### src/rtl/alu_sequencer.sv
// alu_sequencer: runs one complete Argon ALU operation per request.
// The request (A, B, opcode, incoming flags) is taken over a valid/ready
// handshake and drives the shared ALU bus through the sequence
// LATCHA, LATCHB, LATCHF, LATCHOP, COMPUTE, OUTPUTY, OUTPUTF. It captures the
// result word and the flags, then returns them over a second valid/ready
// handshake.
//
// Ports:
//   i_Clk, i_Reset_n            clock, async active-low reset
//   i_ReqValid/o_ReqReady       request handshake; i_ReqA/B/Op/Flags payload
//   o_Command/o_BusData/o_BusValid  ALU bus drive
//   i_AluData/i_AluValid        ALU read-back (sampled in RD_Y/RD_F only)
//   o_ResValid/i_ResReady       result handshake; o_ResY/o_ResFlags/o_ResErr
//   o_OpCount                   completed result handshakes (wraps)
//
// Optional feature macro: ALU_SEQ_FLAG_SKIP_EN. When it is defined, LATCHF is
// issued only for ADC/SBB, which shortens every other operation by one cycle.
//
// State table:
//   IDLE    | waiting for a request, o_ReqReady=1
//   LD_A    | COM_LATCHA, bus = A
//   LD_B    | COM_LATCHB, bus = B
//   LD_F    | COM_LATCHF, bus = {8'h00, flags}
//   LD_OP   | COM_LATCHOP, bus = {12'h000, op}
//   COMPUTE | COM_COMPUTE
//   RD_Y    | COM_OUTPUTY, capture result word
//   RD_F    | COM_OUTPUTF, capture flags
//   DONE    | o_ResValid=1, hold until i_ResReady

package constants_pkg;
  localparam int WORDSIZE = 16;
  typedef logic [3:0] com_t;
  localparam com_t COM_NOP     = 4'd0;
  localparam com_t COM_LATCHA  = 4'd1;
  localparam com_t COM_LATCHB  = 4'd2;
  localparam com_t COM_LATCHF  = 4'd3;
  localparam com_t COM_LATCHOP = 4'd4;
  localparam com_t COM_COMPUTE = 4'd5;
  localparam com_t COM_OUTPUTY = 4'd6;
  localparam com_t COM_OUTPUTF = 4'd7;
endpackage

package alu_pkg;
  localparam logic [3:0] ALU_ADD = 4'd0;
  localparam logic [3:0] ALU_ADC = 4'd1;
  localparam logic [3:0] ALU_SUB = 4'd2;
  localparam logic [3:0] ALU_SBB = 4'd3;
  localparam int F_CARRY = 0;
  localparam int F_ZERO  = 1;
endpackage

module alu_sequencer
  import constants_pkg::*;
  import alu_pkg::*;
(
  input  logic                i_Clk,
  input  logic                i_Reset_n,
  input  logic                i_ReqValid,
  output logic                o_ReqReady,
  input  logic [WORDSIZE-1:0] i_ReqA,
  input  logic [WORDSIZE-1:0] i_ReqB,
  input  logic [3:0]          i_ReqOp,
  input  logic [7:0]          i_ReqFlags,
  output com_t                o_Command,
  output logic [WORDSIZE-1:0] o_BusData,
  output logic                o_BusValid,
  input  logic [WORDSIZE-1:0] i_AluData,
  input  logic                i_AluValid,
  output logic                o_ResValid,
  input  logic                i_ResReady,
  output logic [WORDSIZE-1:0] o_ResY,
  output logic [7:0]          o_ResFlags,
  output logic                o_ResErr,
  output logic [15:0]         o_OpCount
);

  typedef enum logic [3:0] {
    S_IDLE, S_LD_A, S_LD_B, S_LD_F, S_LD_OP, S_COMPUTE, S_RD_Y, S_RD_F, S_DONE
  } state_t;

  state_t              state_q, state_d;
  logic [WORDSIZE-1:0] a_q, a_d, b_q, b_d, res_y_q, res_y_d;
  logic [3:0]          op_q, op_d;
  logic [7:0]          flags_q, flags_d, res_flags_q, res_flags_d;
  logic                err_q, err_d;
  logic [15:0]         count_q, count_d;

  always_ff @(posedge i_Clk or negedge i_Reset_n) begin
    if (!i_Reset_n) begin
      state_q     <= S_IDLE;
      a_q         <= '0;
      b_q         <= '0;
      op_q        <= '0;
      flags_q     <= '0;
      res_y_q     <= '0;
      res_flags_q <= '0;
      err_q       <= 1'b0;
      count_q     <= '0;
    end else begin
      state_q     <= state_d;
      a_q         <= a_d;
      b_q         <= b_d;
      op_q        <= op_d;
      flags_q     <= flags_d;
      res_y_q     <= res_y_d;
      res_flags_q <= res_flags_d;
      err_q       <= err_d;
      count_q     <= count_d;
    end
  end

  always_comb begin
    state_d     = state_q;
    a_d         = a_q;
    b_d         = b_q;
    op_d        = op_q;
    flags_d     = flags_q;
    res_y_d     = res_y_q;
    res_flags_d = res_flags_q;
    err_d       = err_q;
    count_d     = count_q;
    unique case (state_q)
      S_IDLE: begin
        if (i_ReqValid) begin
          state_d = S_LD_A;
          a_d     = i_ReqA;
          b_d     = i_ReqB;
          op_d    = i_ReqOp;
          flags_d = i_ReqFlags;
          err_d   = 1'b0;
        end
      end
      S_LD_A: state_d = S_LD_B;
      S_LD_B: begin
`ifdef ALU_SEQ_FLAG_SKIP_EN
        // Only the carry/borrow-in ops need the flags loaded first.
        if (op_q == ALU_ADC || op_q == ALU_SBB) state_d = S_LD_F;
        else                                     state_d = S_LD_OP;
`else
        state_d = S_LD_F;
`endif
      end
      S_LD_F:    state_d = S_LD_OP;
      S_LD_OP:   state_d = S_COMPUTE;
      S_COMPUTE: state_d = S_RD_Y;
      S_RD_Y: begin
        state_d = S_RD_F;
        res_y_d = i_AluData;
        if (!i_AluValid) err_d = 1'b1;
      end
      S_RD_F: begin
        state_d     = S_DONE;
        res_flags_d = i_AluData[7:0];
        if (!i_AluValid) err_d = 1'b1;
      end
      S_DONE: begin
        if (i_ResReady) begin
          state_d = S_IDLE;
          count_d = count_q + 16'd1;
        end
      end
      default: state_d = S_IDLE;
    endcase
  end

  // Bus drive is decoded from state alone, so there is no path from the
  // handshake inputs to the ALU bus.
  always_comb begin
    o_Command  = COM_NOP;
    o_BusData  = '0;
    o_BusValid = 1'b0;
    unique case (state_q)
      S_LD_A:    begin o_Command = COM_LATCHA;  o_BusData = a_q;              o_BusValid = 1'b1; end
      S_LD_B:    begin o_Command = COM_LATCHB;  o_BusData = b_q;              o_BusValid = 1'b1; end
      S_LD_F:    begin o_Command = COM_LATCHF;  o_BusData = {8'h00, flags_q}; o_BusValid = 1'b1; end
      S_LD_OP:   begin o_Command = COM_LATCHOP; o_BusData = {12'h000, op_q};  o_BusValid = 1'b1; end
      S_COMPUTE: o_Command = COM_COMPUTE;
      S_RD_Y:    o_Command = COM_OUTPUTY;
      S_RD_F:    o_Command = COM_OUTPUTF;
      default:   o_Command = COM_NOP;
    endcase
  end

  assign o_ReqReady = (state_q == S_IDLE);
  assign o_ResValid = (state_q == S_DONE);
  assign o_ResY     = res_y_q;
  assign o_ResFlags = res_flags_q;
  assign o_ResErr   = err_q;
  assign o_OpCount  = count_q;

endmodule

### config.mk
export PLATFORM = sky130hd
export DESIGN_NAME = alu_sequencer
export DESIGN_NICKNAME = d
export VERILOG_FILES = /design/src/rtl/alu_sequencer.sv
export SDC_FILE = /design/constraint.sdc
export NUM_CORES = 1
export LEC_CHECK = 0
export ABC_AREA = 0
export CAP_MARGIN = 20
export CORE_UTILIZATION = 40
export DETAILED_ROUTE_END_ITERATION = 8
export PLACE_DENSITY = 0.71
export SLEW_MARGIN = 20
export SYNTH_ARGS = -nofsm -noshare
export SYNTH_HDL_FRONTEND = slang
export SYNTH_SLANG_ARGS = --single-unit
### constraint.sdc
create_clock -name i_Clk -period 3.2 [get_ports i_Clk]
set_input_delay 0.64 -clock i_Clk [delete_from_list [all_inputs] [get_ports i_Clk]]
set_output_delay 0.64 -clock i_Clk [all_outputs]
set_load 0.05 [all_outputs]
Yosys cells after proc, flatten, opt, wreduce, memory -nomap -nowiden
Cells that the tools add are included.

Register bits after elaboration: 89. Bits of input ports: 65. Output and inout port bits: 64.

Add/sub/neg operators: 1. Equality and inequality tests: 11. Multiplexer cells: 9. Reduce and logical (&&, ||, !) cells: 8.

Operator list (count): 16-bit one-hot mux with 4 select lines (1); 4-bit one-hot mux with 9 select lines (1); 3-bit one-hot mux with 7 select lines (1); 16-bit by 1-bit adder with 16-bit output, second input constant (1); 4-bit by 3-bit == test with 1-bit output, second input constant (4); 4-bit by 2-bit == test with 1-bit output, second input constant (2); 4-bit 2-to-1 mux (2); 2-bit AND reduction (3); 4-bit by 1-bit == test with 1-bit output, second input constant (1); 4-bit == test, second input constant (1); 4-bit zero test (1); 2-bit != test, second input constant (2); 4-bit OR reduction (1); 1-bit 2-to-1 mux (3); 3-bit AND reduction (1); 2-bit by 1-bit != test with 1-bit output, second input constant (1); 1-bit one-hot mux with 2 select lines (1); 2-bit nonzero test (1); 2-bit OR reduction (1).

Depth between registers and ports, before layout
Depth after elaboration: 4. Depth in mapped cells: 7.

Least setup slack after synthesis
Ideal clock, no wire load.

Path kind: reg-to-output. Start point: reg state_q[0]. End point: out o_BusData[0]. Data arrival time: 2302 ps. Path slack: 258 ps. Cell stages (with the launch flop): 6. Path buffers: 2. Path through: dfrtp_1 buf_2 buf_1 nor2b_1 a22oi_1 o32ai_1.

Longest elaborated chain between the ends: 2. Elaborated cells between the ends (all ways): 5. Those cells by class: eq/ne: 4; mux: 1.

RTL lines: start, declared (RTL line 81) `state_t state_q, state_d;`; start signal, assigned (RTL line 100) `state_q <= state_d;`; 4-bit by 3-bit == test with 1-bit output, or another cell as far along (RTL line 172) `unique case (state_q)`; 16-bit one-hot mux with 4 select lines (*) (RTL line 172); end, declared (RTL line 65) `output logic [WORDSIZE-1:0] o_BusData,`.

Every way passes the cells marked *; elsewhere a longest branch is shown, timed or not.

Final worst setup path
Start point: reg state_q[2]. End point: out o_BusData[1].

The elaborated chain is that of the path after synthesis.

==> metrics.md <==
| Metric | Value |
|---|---|
| Final core occ | `60.3%` |
| RePlAce Congestion | `0.762` |
| Top cell type's share of synthesized area | `57.7%` |
| Mapped Cells | `290` |
| Initial DRC Count | `44` |
| Reg2reg end | `a_q[3]` |
| Post-CTS setup buffers | `0` |
| Top FF cell, synth | `dfrtp_1` |
| Hpwl dp | `6170 µm` |
| CTS H-tree depth | `3` |
| Pins Over Slew Limit | `0` |
| Number of global-route vias before repair | `2,716` |
| Layout cells sized above 1 | `27.7%` |
| Critical Path Start Type | `flop` |
| EDFF count, synth | `0` |
| Die W | `100 µm` |
| Post-DRT Antenna Nets | `0` |
| Post-Syn Area per Cell | `13.3 µm²` |
| Total grt overflow | `0` |
| Hold Slack | `235 ps` |
| Final setup violation count | `0` |
| Largest net degree at the start of global routing | `56` |
| Synth warnings | `0` |
| Mapped cell area | `3860 µm²` |
| Inserted Clock Buffers | `9` |
| Total Routing Usage GR | `17.5%` |
| Setup Skew | `18.0 ps` |
| Post-synthesis sequential area ratio | `57.7%` |
| PortBufs | `127` |
| Max_cap viols | `0` |
| Starting density of the core | `41.5%` |
| Core area | `9280 µm²` |
| Crit path required time | `2560 ps` |
| Post-Place Cells | `536` |
| CP max stage delay | `840 ps` |
| Drt total wl | `8470 µm` |
| First-pass GRT wire length | `13,500 µm` |
| Clock insertion delay at the later pin of the skew report | `350 ps` |
| Reg2reg start | `state_q[3]` |
| Root Driver | `clkbuf_8` |
| Vias | `2,715` |
| CP Max Fanout | `12` |
| Pre-CTS setup slack | `592 ps` |
| Slowest CP cell | `clkdlybuf4s50_1` |
| Data arrival, critical path | `2340 ps` |
| Die area | `10,000 µm²` |
| CTS tree | `built` |
| Synthesis-to-layout area growth | `45.1%` |
| Leading area contributor after synthesis | `dfrtp_1` |
| Worst-case clock buffer depth | `2` |
| Tcrit/Tclk final | `93.1%` |
| Vias/cell | `4.92` |
| Max rail drop VDD | `0.000489 V` |
| Ys async rst share | `100%` |
| #FFs+latches synth | `89` |
| Final Non-Filler Cells | `552` |
| Yosys cell types | `30` |
| Pwr dens | `1100 nW/µm²` |
| RSZ-0062 raised after global routing | `no` |
| R2r worst-path depth | `5` |
| CP Capture Type | `output pin` |
| Initial antenna violation count | `0` |
| LEAKAGE | `2.37 nW` |
| Max Clk Rate | `336 MHz` |
| Antenna Cells | `0` |
| 1st-pass router iterations | `4` |
| Clock Sinks | `89` |
| Die Ht | `100 µm` |
| Wirelength per Cell | `15.4 µm` |
| Worst Tran Pin Value | `751 ps` |
| Hold WC Path Type | `primary input to asynchronous set/reset pin` |
| Worst slew margin relative to its limit | `49.9%` |
| Hold-fix buffers at CTS | `0` |
| Status | `completed` |
| Count leader, synth | `dfrtp_1` |
| Resized cells post-CTS | `0` |
| Setup TNS | `0 ps` |
| CP cell instances | `nor2b_1, a22oi_1, o32ai_1, clkdlybuf4s50_1` |
| I/O Pins | `129` |
| Layout net count | `484` |
| Core Rows | `35` |
| Leading post-synthesis cells by cell area | `dfrtp_1 58%, mux2_2 21%, a22oi_1 3.1%` |
| Final hold violation count | `0` |
| Final WS setup | `221 ps` |
| Clock slew at reported path FFs | `90 ps` |
| Reg-to-reg slack, setup | `740 ps` |
| Crit path kind | `flop to output pin` |
| Minimum clock period after layout | `2980 ps` |
| Commonest cells in the netlist | `89 x dfrtp_1, 73 x mux2_2, 18 x nor2_1` |
| DRC viols | `0` |
| Synthesized Nets | `356` |
how the worst max path moves through the flow:
stage                           from      endpoint  slack, ps  depth (start not counted)
after floorplan           state_q[0]  o_BusData[0]        260                          5
after global placement    state_q[2]  o_BusData[2]        650                          4
after detailed placement  state_q[2]  o_BusData[1]        590                          4
after CTS                 state_q[2]  o_BusData[1]        200                          4
after global routing      state_q[2]  o_BusData[2]         10                          4
final                     state_q[2]  o_BusData[1]        220                          4
area by class of cell:
cell class                      count  area (µm²)
Inverter                            4        15.0
Multi-Input combinational cell    181        1540
Clock inverter                      6        65.1
Sequential cell                    89        2230
Clock buffer                       10         138
Tap cell                          129         161
Fill cell                         769        3690
Timing Repair Buffer              133        1450
cells in the final DEF, fill, tap and decap left out, types with 8 or more instances in the layout:
cell type / n
buf_12: 14
nand3_1: 9
buf_4: 9
dfrtp_1: 89
mux2_2: 73
nand2_1: 8
clkbuf_8: 10
clkdlybuf4s50_1: 110
xnor2_1: 12
a22oi_1: 16
nor2b_1: 8
nor2_1: 18
critical path, delay by kind of cell, from the launching register on:
family	cells	cell delay, ps
buffers and inverters	1	840
DFF	1	580
AOI/OAI and AO/OA	2	340
and+or+nand+nor	1	230
report_power, final:
part / internal [W] / total [W] / switching (W)
Combinational: 0.00150 / 0.00346 / 0.00196
Clock: 0.000384 / 0.000781 / 0.000397
Sequential: 0.00161 / 0.00191 / 0.000306
Total: 0.00349 / 0.00616 / 0.00266
state kept, by name, indices dropped and copies added (netlist names):
name / flops
a_q: 16
b_q: 16
o_OpCount: 16
o_ResY: 16
flags_q: 8
o_ResFlags: 8
op_q: 4
state_q: 4
o_ResErr: 1
metrics by stage:
step                      total power (W)  area, µm²
after floorplan                   0.00417       3860
after global placement            0.00537       5390
after detailed placement          0.00544       5390
after CTS                         0.00623       5600
after global routing              0.00647       5600
final                             0.00616       5600
cell families after synthesis:
group / Yosys count / synth area share [%]
flip-flops: 89 / 57.7
adder cells (fa/ha/maj): 1 / 0.324
multiplexers: 77 / 22.3
AO/OA/AOI/OAI: 23 / 4.67
XOR/XNOR: 17 / 3.86
AND/OR/NAND/NOR: 62 / 8.60
other: 1 / 0.0972
buffers and inverters: 20 / 2.37
metal layers:
layer  vias up  wire length [µm]  track usage (%)
li1       1281                 -                -
met1      1345              3950             24.1
met2        82              3990             27.7
met3         7               452             3.69
met4         0                87             5.69
met5         -                 0                0
Power figures use the tool's default switching activity.
